==> config.mk <==
export PLATFORM = sky130hd
export DESIGN_NAME = mmio_uart_tx_flat
export DESIGN_NICKNAME = d
export VERILOG_FILES = /design/src/rtl/mmio_uart_tx_if.sv /design/src/rtl/mmio_uart_tx.sv /design/src/flat_wrapper.sv
export SDC_FILE = /design/constraint.sdc
export NUM_CORES = 1
export LEC_CHECK = 0
export CAP_MARGIN = 5
export CORE_UTILIZATION = 35
export CTS_CLUSTER_DIAMETER = 100
export DETAILED_ROUTE_END_ITERATION = 10
export DONT_BUFFER_PORTS = 1
export HOLD_SLACK_MARGIN = 0.06
export PLACE_DENSITY = 0.56
export REMOVE_ABC_BUFFERS = 1
export SYNTH_ARGS = -nofsm -noshare
export SYNTH_HDL_FRONTEND = slang
export SYNTH_SLANG_ARGS = --single-unit
export TNS_END_PERCENT = 10
==> constraint.sdc <==
create_clock -name clk -period 3.75 [get_ports clk]
set_input_delay 0.75 -clock clk [delete_from_list [all_inputs] [get_ports clk]]
set_output_delay 0.75 -clock clk [all_outputs]
set_load 0.01 [all_outputs]
==> src/rtl/mmio_uart_tx_if.sv <==
// I/O register bus between the memory stage and the UART transmitter:
// store strobe/data towards the UART, polled status word back.
interface mmio_uart_tx_if;
  logic        io_wr_en;
  logic [31:0] io_wr_data;
  logic [31:0] io_status;

  modport master (
    output io_wr_en,
    output io_wr_data,
    input  io_status
  );

  modport slave (
    input  io_wr_en,
    input  io_wr_data,
    output io_status
  );
endinterface

==> src/rtl/mmio_uart_tx.sv <==
// Memory-mapped 8N1 UART transmitter: byte FIFO fed by I/O stores, serialiser FSM,
// registered status word {overflow, full, busy}.
module mmio_uart_tx #(
  parameter int unsigned CLKS_PER_BIT = 868,
  parameter int unsigned FIFO_DEPTH   = 4
) (
  input  logic           clk,
  input  logic           rst,
  mmio_uart_tx_if.slave  bus,
  output logic           tx
);

  localparam int unsigned PtrW  = $clog2(FIFO_DEPTH);
  localparam int unsigned CntW  = PtrW + 1;
  localparam int unsigned BaudW = $clog2(CLKS_PER_BIT);

  typedef enum logic [1:0] {StIdle, StStart, StData, StStop} state_e;

  state_e            state_q, state_d;
  logic [BaudW-1:0]  baud_q, baud_d;
  logic [2:0]        bit_q, bit_d;
  logic [7:0]        shift_q, shift_d;
  logic              tx_q, tx_d;
  logic [PtrW-1:0]   wr_ptr_q, rd_ptr_q;
  logic [CntW-1:0]   count_q, count_d;
  logic              ovf_q, ovf_d;
  logic [31:0]       status_q, status_d;
  logic [7:0]        mem_q [FIFO_DEPTH];

  logic full, empty, pop, push, baud_last, busy;
  logic unused_wr_data;

  assign unused_wr_data = ^bus.io_wr_data[31:8];

  assign full      = (count_q == CntW'(FIFO_DEPTH));
  assign empty     = (count_q == '0);
  assign baud_last = (baud_q == BaudW'(CLKS_PER_BIT - 1));

  always_comb begin
    state_d = state_q;
    baud_d  = baud_q;
    bit_d   = bit_q;
    shift_d = shift_q;
    pop     = 1'b0;
    unique case (state_q)
      StIdle: begin
        if (!empty) begin
          pop     = 1'b1;
          shift_d = mem_q[rd_ptr_q];
          bit_d   = '0;
          baud_d  = '0;
          state_d = StStart;
        end
      end
      StStart: begin
        if (baud_last) begin
          baud_d  = '0;
          state_d = StData;
        end else begin
          baud_d = baud_q + BaudW'(1);
        end
      end
      StData: begin
        if (baud_last) begin
          baud_d  = '0;
          shift_d = shift_q >> 1;
          bit_d   = bit_q + 3'd1;
          if (bit_q == 3'd7) state_d = StStop;
        end else begin
          baud_d = baud_q + BaudW'(1);
        end
      end
      StStop: begin
        if (baud_last) begin
          baud_d = '0;
          // Back-to-back: pop straight into the next start bit when data is waiting.
          if (!empty) begin
            pop     = 1'b1;
            shift_d = mem_q[rd_ptr_q];
            bit_d   = '0;
            state_d = StStart;
          end else begin
            state_d = StIdle;
          end
        end else begin
          baud_d = baud_q + BaudW'(1);
        end
      end
      default: state_d = StIdle;
    endcase
  end

  always_comb begin
    tx_d = 1'b1;
    unique case (state_d)
      StStart: tx_d = 1'b0;
      StData:  tx_d = shift_d[0];
      default: tx_d = 1'b1;
    endcase
  end

  // A pop in the same cycle frees the slot, so a write to a full FIFO is still taken.
  assign push  = bus.io_wr_en && (!full || pop);
  assign ovf_d = ovf_q | (bus.io_wr_en && full && !pop);
  assign busy  = (state_q != StIdle) || !empty;

  always_comb begin
    count_d = count_q;
    if (push && !pop)      count_d = count_q + CntW'(1);
    else if (pop && !push) count_d = count_q - CntW'(1);
  end

  assign status_d = {29'b0, ovf_q, full, busy};

  always_ff @(posedge clk) begin
    if (!rst) begin
      state_q  <= StIdle;
      baud_q   <= '0;
      bit_q    <= '0;
      shift_q  <= '0;
      tx_q     <= 1'b1;
      wr_ptr_q <= '0;
      rd_ptr_q <= '0;
      count_q  <= '0;
      ovf_q    <= 1'b0;
      status_q <= '0;
    end else begin
      state_q  <= state_d;
      baud_q   <= baud_d;
      bit_q    <= bit_d;
      shift_q  <= shift_d;
      tx_q     <= tx_d;
      count_q  <= count_d;
      ovf_q    <= ovf_d;
      status_q <= status_d;
      if (push) wr_ptr_q <= wr_ptr_q + PtrW'(1);
      if (pop)  rd_ptr_q <= rd_ptr_q + PtrW'(1);
    end
  end

  always_ff @(posedge clk) begin
    if (rst && push) mem_q[wr_ptr_q] <= bus.io_wr_data[7:0];
  end

  assign tx            = tx_q;
  assign bus.io_status = status_q;

endmodule

==> src/flat_wrapper.sv <==
// flat-port wrapper written by rule: the top's interface ports become plain ports
module mmio_uart_tx_flat 
#(
  parameter int unsigned CLKS_PER_BIT = 868,
  parameter int unsigned FIFO_DEPTH   = 4
)
  (clk, rst, tx, bus_io_wr_en, bus_io_wr_data, bus_io_status);
  mmio_uart_tx_if bus_i ();
  input  logic clk;
  input  logic rst;
  output logic tx;
  input wire logic [$bits(bus_i.io_wr_en)-1:0] bus_io_wr_en;
  input wire logic [$bits(bus_i.io_wr_data)-1:0] bus_io_wr_data;
  output wire logic [$bits(bus_i.io_status)-1:0] bus_io_status;
  assign bus_i.io_wr_en = bus_io_wr_en;
  assign bus_i.io_wr_data = bus_io_wr_data;
  assign bus_io_status = bus_i.io_status;
  mmio_uart_tx #(.CLKS_PER_BIT(CLKS_PER_BIT), .FIFO_DEPTH(FIFO_DEPTH)) u_core (.clk(clk), .rst(rst), .bus(bus_i), .tx(tx));
endmodule
==> results by group <==
Logic synthesis
  • EDFF count, synth: 32
  • Post-Syn Instances: 312
  • Post-synthesis sequential area ratio: 49.36%
  • Most frequent cells after synthesis: dfxtp_1 (37), nor2_1 (33), edfxtp_1 (32), buf_4 (29), a21oi_1 (20)
  • Cell with the most instances after synthesis: dfxtp_1
  • Post-synth cell types: 59
  • Top-area cell type share of the netlist area: 27.88%
  • Synthesis-stage register bit count: 69
  • Yosys top cell by area: edfxtp_1
  • Top FF cell, synth: dfxtp_1
  • Syn avg cell area: 11.05 um2
  • Cell area after synthesis: 3447 um2
  • Post-synth ARST share: 0%
  • Synth warn: 0
  • Ranking of synthesized cells by area: edfxtp_1 (28%), dfxtp_1 (21%), buf_4 (6.3%)

Worst setup path
  • CP top delay family: adder cells
  • Crit path capture type: flip-flop
  • Crit path launch type: flip-flop
  • WP buf/inv: 2
  • Slowest CP cell: a41oi_2
  • CP arrival: 3.35 ns
  • CP Data Required Time: 4.03 ns
  • Reg2Reg Setup Slack: 0.68 ns
  • Crit path max fanout: 11
  • R2R cell count: 10
  • Worst R2R Start: u_core.state_q[1]
  • Max stage delay on crit path: 0.60 ns
  • CP Class: reg2reg
  • Cell Chain, Critical Path: inv_1 -> ha_1 -> a41oi_2 -> or3_4 -> ha_1 -> inv_1 -> fa_1 -> xor2_1 -> or3_1 -> a21oi_1
  • RR Endpoint: u_core.count_q[2]

Clocking
  • CTS Hold Bufs: 0
  • Post-CTS Repair Setup Buffers: 0
  • Clock Tree Root: clkbuf_8
  • CTS sink count: 69
  • Number of CTS-inserted buffers: 9
  • Resized Gates After CTS: 0
  • Max clock buf depth: 2
  • Worst-path clk slew: 0.08 ns
  • Clk Latency, worst-skew pair: 0.35 ns
  • CTS H-tree depth: 3
  • CTS tree: built

Finish
  • ANT cells: 0
  • Nets: 362
  • Share of layout cells above drive strength 1: 13.17%
  • Filler cell count: 920
  • Area growth syn-to-layout: 6.969%
  • Fin area: 3687 um2

STA
  • Tmin final: 3.068 ns
  • Final Hold Fails: 0
  • RSZ-0062 raised after global routing: no
  • Setup TNS: 0 ns
  • Tcrit/Tclk final: 81.81%
  • Actual slew at the worst max-slew pin: 0.6745 ns
  • Max Slew Vio Count: 0
  • Clock skew: 0.008610 ns
  • Worst slew margin: 55.03%
  • Achievable Freq: 326.0 MHz
  • Number of setup violations in the final report: 0

GRT
  • Global Route Usage Sum: 13.89%
  • Vias in the first global route: 2,143
  • First-pass GRT wire length: 10,770 um
  • Remaining Overflow, GRT: 0
  • Largest net degree at the start of global routing: 29
  • Antenna violations before repair: 0

Floorplanning
  • Core box area: 9371 um2
  • Rows: 35
  • Die ar.: 10,250 um2
  • # IOs: 68
  • DIE WIDTH: 101.2 um
  • Initial Utilization: 36.78%
  • Die H: 101.2 um

Status
  • Status: completed

Detailed routing
  • Initial drt markers: 134
  • Final WL: 6372 um
  • WL/cell: 14.22 um
  • Via count of the routed design: 2,254
  • # DRC: 0
  • ANT nets after route: 0
  • DR pass1 iterations: 4
  • Vias per inst: 5.031

Placement
  • Placed cell area: 3458 um2
  • Final HPWL DP: 4441 um
  • RePlAce Congestion: 0.7568
  • Buffers on Ports: 0

Hold path
  • Worst hold path cell count: 2
  • HP Start: u_core.ovf_q
  • Worst hold path class: reg2reg
  • Hold endpoint: u_core.bus.io_status[2]

Job
  • Max-Cap Viols: 0

Power and ir drop
  • Peak supply drop: 0.2557 mV
  • Pwr dens: 656.2 nW/um2
  • Pleak: 1.377 nW
-- per-stage QoR --
| stage | hold WS [ns] | utilization [%] | power (mW) | worst slack, ns | instances |
|---|---|---|---|---|---|
| floorplan | 0.4101 | - | 1.555 | 1.076 | 302 |
| global placement | 0.4191 | 36.90 | 1.725 | 0.7609 | 432 |
| detailed placement | 0.4248 | 36.90 | 1.739 | 0.7140 | 432 |
| CTS | 0.4366 | 39.35 | 2.441 | 0.7031 | 448 |
| global route | 0.4641 | 39.35 | 2.588 | 0.4243 | 448 |
| finish | 0.4367 | 39.35 | 2.419 | 0.6820 | 448 |
-- flip-flops by register name, summed over array words and instances (netlist names), 2 cells and up, named ones only --
signal / cells
u_core.rd_ptr_q: 2
u_core.count_q: 3
u_core.state_q: 2
u_core.baud_q: 10
u_core.shift_q: 8
u_core.bus.io_status: 3
u_core.wr_ptr_q: 2
u_core.bit_q: 3
u_core.mem_q: 32
-- tightest hold or removal path: cells and delay by family, from the launching register on --
kind / cells / cell delay, ns
and+or+nand+nor: 1 / 0.04
DFF: 1 / 0.30
buffers and inverters: 1 / 0.06
-- report_power, final --
part,internal (mW),total (mW),switching [mW],leakage (nW)
Clock,0.385,0.702,0.318,0.112
Combinational,0.298,0.735,0.437,0.672
Sequential,0.888,0.982,0.0945,0.593
Total,1.57,2.42,0.850,1.38
-- metal layers --
| layer | vias to the layer above | track usage (%) | routed length (um) |
|---|---|---|---|
| met2 | 60 | 22.29 | 3012 |
| met5 | - | 0 | 0 |
| li1 | 1102 | - | - |
| met4 | 0 | 5.686 | 109 |
| met3 | 11 | 3.451 | 218 |
| met1 | 1081 | 17.96 | 3031 |
-- cells in the final DEF, fill, tap and decap left out, types with 9 or more instances in the layout --
master	count
ha_1	12
conb_1	29
inv_1	10
a21oi_1	20
clkbuf_8	9
nor3_1	12
o21ai_0	12
nand2_1	18
edfxtp_1	32
dfxtp_1	37
nor2_1	33
-- how the worst max path moves through the flow --
stage	start	endpoint	slack (ns)	cells after the start
floorplan	u_core.count_q[0]	u_core.count_q[2]	1.08	8
global placement	u_core.state_q[1]	u_core.count_q[2]	0.76	10
detailed placement	u_core.state_q[1]	u_core.count_q[2]	0.71	10
CTS	u_core.state_q[1]	u_core.count_q[2]	0.70	10
global route	u_core.state_q[1]	u_core.count_q[2]	0.42	10
finish	u_core.state_q[1]	u_core.count_q[2]	0.68	10
-- final cells by class --
class | instances | area, um2 | share of cell area [%]
sequential | 69 | 1702 | 46.15
multi-input combinational | 222 | 1546 | 41.94
tap | 129 | 161.4 | 4.377
clock buffer | 9 | 123.9 | 3.359
clock inverter | 7 | 105.1 | 2.850
inverter | 11 | 41.29 | 1.120
timing repair buffer | 1 | 7.507 | 0.2036
-- cells by family after synthesis --
family	after synthesis	synth area share, %
AOI/OAI and AO/OA	64	12.81
xor gates and xnor gates	4	1.017
adders and majority gates	13	4.936
buffers and inverters	49	8.820
DFF	69	49.36
muxes	10	5.808
other	1	0.1088
and+or+nand+nor	102	17.13
Note: power is estimated with default switching activity, not from simulation.
